$ cat config.mk
export PLATFORM = sky130hd
export DESIGN_NAME = line_wr_ctrl
export DESIGN_NICKNAME = d
export VERILOG_FILES = /design/src/rtl/line_wr_ctrl.sv
export SDC_FILE = /design/constraint.sdc
export NUM_CORES = 1
export LEC_CHECK = 0
export ABC_AREA = 1
export CAP_MARGIN = 20
export CORE_MARGIN = 2
export CORE_UTILIZATION = 57
export DETAILED_ROUTE_END_ITERATION = 6
export MAX_ROUTING_LAYER = met4
export PLACE_DENSITY = 0.86
export RECOVER_POWER = 25
export SYNTH_ARGS = -nofsm -noshare
export SYNTH_HDL_FRONTEND = slang
export SYNTH_SLANG_ARGS = --single-unit
$ cat constraint.sdc
create_clock -name clk -period 5.4 [get_ports clk]
set_input_delay 0.54 -clock clk [delete_from_list [all_inputs] [get_ports clk]]
set_output_delay 0.54 -clock clk [all_outputs]
set_load 0.02 [all_outputs]
$ cat src/rtl/line_wr_ctrl.sv
// line_wr_ctrl: ping-pong line-bank write controller for the horizontal-scaler line RAM.
// Define LINE_WR_YSKIP_EN for 2:1 vertical decimation (only even raw lines are captured).
module line_wr_ctrl #(
  parameter int H_LEN    = 11,
  parameter int ADDR_LEN = 11,
  parameter int DATA_LEN = 16
) (
  input  logic                clk,
  input  logic                rst,
  input  logic                in_vsync,
  input  logic                in_de,
  input  logic [DATA_LEN-1:0] in_data,
  input  logic [H_LEN-1:0]    h_active,
  input  logic                line_ack,
  output logic [ADDR_LEN-1:0] wr_addr,
  output logic [DATA_LEN-1:0] wr_data,
  output logic                wr_en,
  output logic                wr_bank,
  output logic                line_rdy,
  output logic                line_bank,
  output logic [H_LEN-1:0]    line_len,
  output logic [11:0]         line_cnt,
  output logic                ovf
);
  localparam logic [1:0] IDLE = 2'd0, WAIT_LINE = 2'd1, CAPTURE = 2'd2, DROP = 2'd3;
  logic [1:0] state_q, state_d, full_q, full_d, full_a;
  logic de_q, last_q, last_d, order_q, order_d, ovf_q, ovf_d;
  logic [H_LEN-1:0] pix_q, pix_d, len0_q, len0_d, len1_q, len1_d, llen_q;
  logic [11:0] cnt_q, cnt_d;
  logic rise, beat, skip, ack, we, cmp, tgt;
  logic wr_en_q, wr_bank_q, rdy_q, lbank_q;
  logic [ADDR_LEN-1:0] wr_addr_q;
  logic [DATA_LEN-1:0] wr_data_q;
  assign tgt    = ~last_q;
  assign rise   = in_de & ~de_q;
  assign beat   = in_de & (pix_q < h_active);
  assign ack    = line_ack & |full_q;
  assign full_a = full_q & ~({order_q, ~order_q} & {2{ack}});
`ifdef LINE_WR_YSKIP_EN
  logic raw_q;
  always_ff @(posedge clk or posedge rst) begin
    if (rst) raw_q <= 1'b0;
    else if (in_vsync) raw_q <= 1'b0;
    else if (state_q == WAIT_LINE && rise) raw_q <= ~raw_q;
  end
  assign skip = raw_q;
`else
  assign skip = 1'b0;
`endif
  always_comb begin
    state_d = state_q;
    pix_d   = pix_q;
    last_d  = last_q;
    cnt_d   = cnt_q;
    ovf_d   = ovf_q;
    we      = 1'b0;
    cmp     = 1'b0;
    if (in_vsync) begin
      state_d = WAIT_LINE;
      pix_d   = '0;
      cnt_d   = '0;
      ovf_d   = 1'b0;
    end else case (state_q)
      WAIT_LINE: if (rise) begin
        state_d = (skip || full_q[tgt]) ? DROP : CAPTURE;
        ovf_d   = ovf_q | (~skip & full_q[tgt]);
        we      = ~skip & ~full_q[tgt] & beat;
        pix_d   = pix_q + H_LEN'(we);
      end
      CAPTURE: begin
        cmp     = ~in_de;
        we      = beat;
        state_d = in_de ? CAPTURE : WAIT_LINE;
        last_d  = last_q ^ cmp;
        pix_d   = cmp ? '0 : pix_q + H_LEN'(we);
        cnt_d   = (cmp && cnt_q != 12'hFFF) ? cnt_q + 12'd1 : cnt_q;
      end
      DROP: state_d = in_de ? DROP : WAIT_LINE;
      default: ;
    endcase
  end
  assign len0_d  = (cmp & ~tgt) ? pix_q : len0_q;
  assign len1_d  = (cmp & tgt) ? pix_q : len1_q;
  assign full_d  = in_vsync ? 2'b00 : full_a | ({tgt, ~tgt} & {2{cmp}});
  // With both banks full after a completion, the other bank is the older one.
  assign order_d = (full_d == 2'b01) ? 1'b0 : (full_d == 2'b10) ? 1'b1 :
                   (full_d == 2'b11 && cmp) ? ~tgt : order_q;
  always_ff @(posedge clk or posedge rst) begin
    if (rst) begin
      state_q   <= IDLE;
      de_q      <= 1'b0;
      last_q    <= 1'b1;
      full_q    <= 2'b00;
      order_q   <= 1'b0;
      ovf_q     <= 1'b0;
      pix_q     <= '0;
      len0_q    <= '0;
      len1_q    <= '0;
      cnt_q     <= '0;
      wr_en_q   <= 1'b0;
      wr_addr_q <= '0;
      wr_data_q <= '0;
      wr_bank_q <= 1'b0;
      rdy_q     <= 1'b0;
      lbank_q   <= 1'b0;
      llen_q    <= '0;
    end else begin
      state_q <= state_d;
      de_q    <= in_de;
      last_q  <= last_d;
      full_q  <= full_d;
      order_q <= order_d;
      ovf_q   <= ovf_d;
      pix_q   <= pix_d;
      len0_q  <= len0_d;
      len1_q  <= len1_d;
      cnt_q   <= cnt_d;
      wr_en_q <= we;
      if (we) begin
        wr_addr_q <= ADDR_LEN'(pix_q);
        wr_data_q <= in_data;
        wr_bank_q <= tgt;
      end
      rdy_q   <= |full_d;
      lbank_q <= order_d;
      llen_q  <= order_d ? len1_d : len0_d;
    end
  end
  assign wr_en     = wr_en_q;
  assign wr_addr   = wr_addr_q;
  assign wr_data   = wr_data_q;
  assign wr_bank   = wr_bank_q;
  assign line_rdy  = rdy_q;
  assign line_bank = lbank_q;
  assign line_len  = llen_q;
  assign line_cnt  = cnt_q;
  assign ovf       = ovf_q;
endmodule

==> impl_metrics.xml <==
<?xml version="1.0" encoding="UTF-8"?>
<metrics>
  <group name="logic_synthesis">
    <metric name="synth_top_cell_area_share" unit="%">47.8</metric>
    <metric name="number_of_instances_in_the_synthesized_netlist" unit="">621</metric>
    <metric name="yosys.area.top_type" unit="">sky130_fd_sc_hd__dfrtp_1</metric>
    <metric name="synth.yosys.seq_area_share" unit="%">48.3</metric>
    <metric name="netlist_top_cells_area" unit="">sky130_fd_sc_hd__dfrtp_1, sky130_fd_sc_hd__nand2_1, sky130_fd_sc_hd__nand3_1</metric>
    <metric name="synth_fp_nets" unit="">671</metric>
    <metric name="synthesis.area" unit="µm²">4870</metric>
    <metric name="most_instantiated_cells_after_synthesis" unit="">sky130_fd_sc_hd__nand2_1, sky130_fd_sc_hd__dfrtp_1, sky130_fd_sc_hd__inv_1</metric>
    <metric name="synthesis.yosys.warnings" unit="">0</metric>
    <metric name="ys_ff_latch" unit="">94</metric>
    <metric name="number_of_flops_mapped_to_enable_cells_by_yosys" unit="">0</metric>
    <metric name="synth_cell_type_count" unit="">34</metric>
    <metric name="post-synth-top-count-cell" unit="">sky130_fd_sc_hd__nand2_1</metric>
    <metric name="synthArstFlopShare" unit="%">100</metric>
    <metric name="postSynthAreaPerCell" unit="µm²">7.85</metric>
    <metric name="synth_ff_type" unit="">sky130_fd_sc_hd__dfrtp_1</metric>
  </group>
  <group name="run_status">
    <metric name="status" unit="">finished with violations</metric>
    <metric name="failed_checks" unit="">DRC, capacitance limit, slew limit</metric>
  </group>
  <group name="final_layout">
    <metric name="fillers" unit="">637</metric>
    <metric name="finalCoreUtilization" unit="%">72.0</metric>
    <metric name="drive_above_1_share" unit="%">5.27</metric>
    <metric name="relative_area_change_from_synthesis_to_final_layout" unit="%">22.0</metric>
    <metric name="layout.cells.non_filler" unit="">807</metric>
    <metric name="num_antenna_cells" unit="">0</metric>
    <metric name="final_nets" unit="">747</metric>
  </group>
  <group name="power">
    <metric name="ir_drop" unit="mV">0.173</metric>
    <metric name="leakage" unit="nW">3.07</metric>
    <metric name="power.density" unit="nW/µm²">352</metric>
  </group>
  <group name="placement">
    <metric name="portBuffers" unit="">86</metric>
    <metric name="routabilityCongestion" unit="">0.982</metric>
    <metric name="pre_cts_slack" unit="ns">1.82</metric>
    <metric name="place.detailed.hpwl" unit="mm">8.71</metric>
    <metric name="place.detailed.instances" unit="">791</metric>
  </group>
  <group name="die">
    <metric name="initial_core_utilization" unit="%">59.0</metric>
    <metric name="core" unit="µm²">8260</metric>
    <metric name="floorplan.io_pins" unit="">87</metric>
    <metric name="die_h" unit="µm">96.5</metric>
    <metric name="row_count" unit="">33</metric>
    <metric name="fp.dieW" unit="µm">96.5</metric>
    <metric name="dieArea" unit="µm²">9300</metric>
  </group>
  <group name="timing">
    <metric name="final.min_clock_period" unit="ns">3.23</metric>
    <metric name="period_share" unit="%">59.8</metric>
    <metric name="fin_ws" unit="ns">2.17</metric>
    <metric name="max_clock_freq" unit="MHz">310</metric>
    <metric name="hold_ws" unit="ns">0.472</metric>
    <metric name="tightest_slew" unit="ns">1.60</metric>
    <metric name="setup_repair_after_global_routing_missed_its_margin" unit="">false</metric>
    <metric name="timing_hold_violations_final" unit="">0</metric>
    <metric name="timing.max_slew.rel_slack" unit="%">-6.92</metric>
    <metric name="setup_viol_count_final" unit="">0</metric>
    <metric name="finalClockSkew" unit="ns">0.0132</metric>
    <metric name="timing_max_transition_violations_final" unit="">66</metric>
    <metric name="final.setup.tns" unit="ns">0</metric>
  </group>
  <group name="min_path">
    <metric name="min-delay-path-class" unit="">reg2reg</metric>
  </group>
  <group name="clock_network">
    <metric name="tritoncts_clock_tree" unit="">built</metric>
    <metric name="cts_resized" unit="">0</metric>
    <metric name="clock_tree.root_cell" unit="">sky130_fd_sc_hd__clkbuf_8</metric>
    <metric name="cts.sinks" unit="">94</metric>
    <metric name="numCtsBuffers" unit="">9</metric>
    <metric name="cts_post_setup_buffers_inserted" unit="">0</metric>
    <metric name="clock_insertion_delay_worst_skew" unit="ns">0.37</metric>
    <metric name="worst_setup_hold_path_clk_slew" unit="ns">0.09</metric>
    <metric name="cts_htree_levels" unit="">3</metric>
    <metric name="clock_tree.buffer_depth" unit="">2</metric>
    <metric name="postCtsHoldBufs" unit="">0</metric>
  </group>
  <group name="worst_setup_path">
    <metric name="timing.setup.critical_path_class" unit="">in2reg</metric>
    <metric name="timing.critical_path.required" unit="ns">5.66</metric>
    <metric name="critical_path.max_fanout" unit="">30</metric>
    <metric name="cp.arrival" unit="ns">3.49</metric>
    <metric name="timing.critical_path.to_type" unit="">register</metric>
    <metric name="cp-start-kind" unit="">primary input</metric>
  </group>
  <group name="global_routing">
    <metric name="global_route.usage.total" unit="%">28.5</metric>
    <metric name="grt_antenna_before_repair" unit="">0</metric>
    <metric name="first_pass_grt_wire_length" unit="mm">19.9</metric>
    <metric name="grt_pass1_vias" unit="">4289</metric>
    <metric name="largest_net_degree_at_the_start_of_global_routing" unit="">66</metric>
    <metric name="overflow" unit="">0</metric>
  </group>
  <group name="flow_run">
    <metric name="cap_violations" unit="">1</metric>
  </group>
  <group name="routing">
    <metric name="drt.antenna.violating_nets" unit="">0</metric>
    <metric name="drt-vias-per-instance" unit="">5.57</metric>
    <metric name="detail_route.first_pass.iterations" unit="">7</metric>
    <metric name="post-route-drc-count" unit="">11</metric>
    <metric name="routed-via-count" unit="">4494</metric>
    <metric name="drt-total-wl" unit="mm">12.4</metric>
    <metric name="routed_wire_length_per_instance" unit="µm">15.3</metric>
    <metric name="drt_first_iter_violations" unit="">302</metric>
  </group>
</metrics>
-- metrics by stage --
stage	total power (W)	instance area, µm²
after CTS	0.00211	5950
after detailed placement	0.00163	5740
after floorplan	0.00134	4870
after global placement	0.00160	5740
after global routing	0.00220	5950
final	0.00209	5950
-- final cells by class --
class	instances	area, µm²	area share (%)
flip-flops and latches	94	2350	39.6
multi-input cells	438	2120	35.6
repair buffers	90	888	14.9
inverters	64	241	4.06
clock buffers	10	138	2.31
well taps	105	131	2.21
clock inverters	6	76.3	1.28
-- sequential cells by signal (all words and copies together) (netlist names) --
| register | flops |
|---|---|
| de_q | 1 |
| full_q | 2 |
| last_q | 1 |
| len0_q | 11 |
| len1_q | 11 |
| line_bank | 1 |
| line_cnt | 12 |
| line_len | 11 |
| line_rdy | 1 |
| ovf | 1 |
| pix_q | 11 |
| state_q | 2 |
| wr_addr | 11 |
| wr_bank | 1 |
| wr_data | 16 |
| wr_en | 1 |
-- layout by cell type (no fill, tap or decap), types with 18 or more instances in the layout --
master                            instances
sky130_fd_sc_hd__o21ai_0                 40
sky130_fd_sc_hd__ha_1                    18
sky130_fd_sc_hd__nor2_1                  35
sky130_fd_sc_hd__clkdlybuf4s50_1         59
sky130_fd_sc_hd__inv_1                   58
sky130_fd_sc_hd__nand2_1                225
sky130_fd_sc_hd__dlygate4sd3_1           27
sky130_fd_sc_hd__nand4_1                 33
sky130_fd_sc_hd__nand3_1                 50
sky130_fd_sc_hd__dfrtp_1                 93
-- per-layer routing --
layer | up-vias | track usage [%] | share of wire, %
met5 | - | - | 0
met4 | 0 | 11.3 | 2.4
met3 | 35 | 4.42 | 7.8
met2 | 206 | 45.9 | 48
met1 | 2114 | 36.5 | 42
li1 | 2139 | - | -
-- worst max-delay path, stage by stage --
cell and delay, ns:
sky130_fd_sc_hd__clkdlybuf4s50_1 0.46, sky130_fd_sc_hd__inv_1 0.05, sky130_fd_sc_hd__ha_1 0.30, sky130_fd_sc_hd__a21oi_1 0.16
sky130_fd_sc_hd__o21ai_0 0.17, sky130_fd_sc_hd__nand3_1 0.12, sky130_fd_sc_hd__buf_4 0.31, sky130_fd_sc_hd__nand2_1 0.12
sky130_fd_sc_hd__nor2_1 0.12, sky130_fd_sc_hd__ha_1 0.20, sky130_fd_sc_hd__ha_1 0.29, sky130_fd_sc_hd__nand3_1 0.13
sky130_fd_sc_hd__nor2_1 0.18, sky130_fd_sc_hd__a21oi_1 0.09, sky130_fd_sc_hd__nand2_1 0.07, sky130_fd_sc_hd__o21ai_0 0.08
sky130_fd_sc_hd__nand2_1 0.07, sky130_fd_sc_hd__nand2_1 0.05
-- final timing paths --
check                             from         end  slack (ns)  cells past startpoint
setup / recovery           h_active[2]    pix_q[8]        2.17                     18
hold / removal              wr_addr[4]  wr_addr[4]        0.47                      2
setup reg to reg              pix_q[2]    pix_q[8]        2.23                     16
hold reg to reg             wr_addr[4]  wr_addr[4]        0.47                      2
max in group asynchronous          rst    pix_q[9]        2.42                      3
min in group asynchronous          rst    line_rdy        0.88                      2
-- power breakdown --
part | internal, W | switching (W) | leakage [nW]
sequential | 0.000827 | 0.0000723 | 1.27
clock | 0.000234 | 0.000264 | 0.109
combinational | 0.000264 | 0.000429 | 1.69
total | 0.00133 | 0.000766 | 3.07
-- cells by family (layout without fill, tap and decap cells) --
kind of cell,count (synthesis),count (layout),synth area share (%)
AOI/OAI and AO/OA,62,62,7.16
and+or+nand+nor,353,353,30.9
xor gates and xnor gates,5,5,0.899
DFF,94,94,48.3
adders and majority gates,18,18,4.62
buffers and inverters,89,170,8.14
Power figures use the tool's default switching activity.
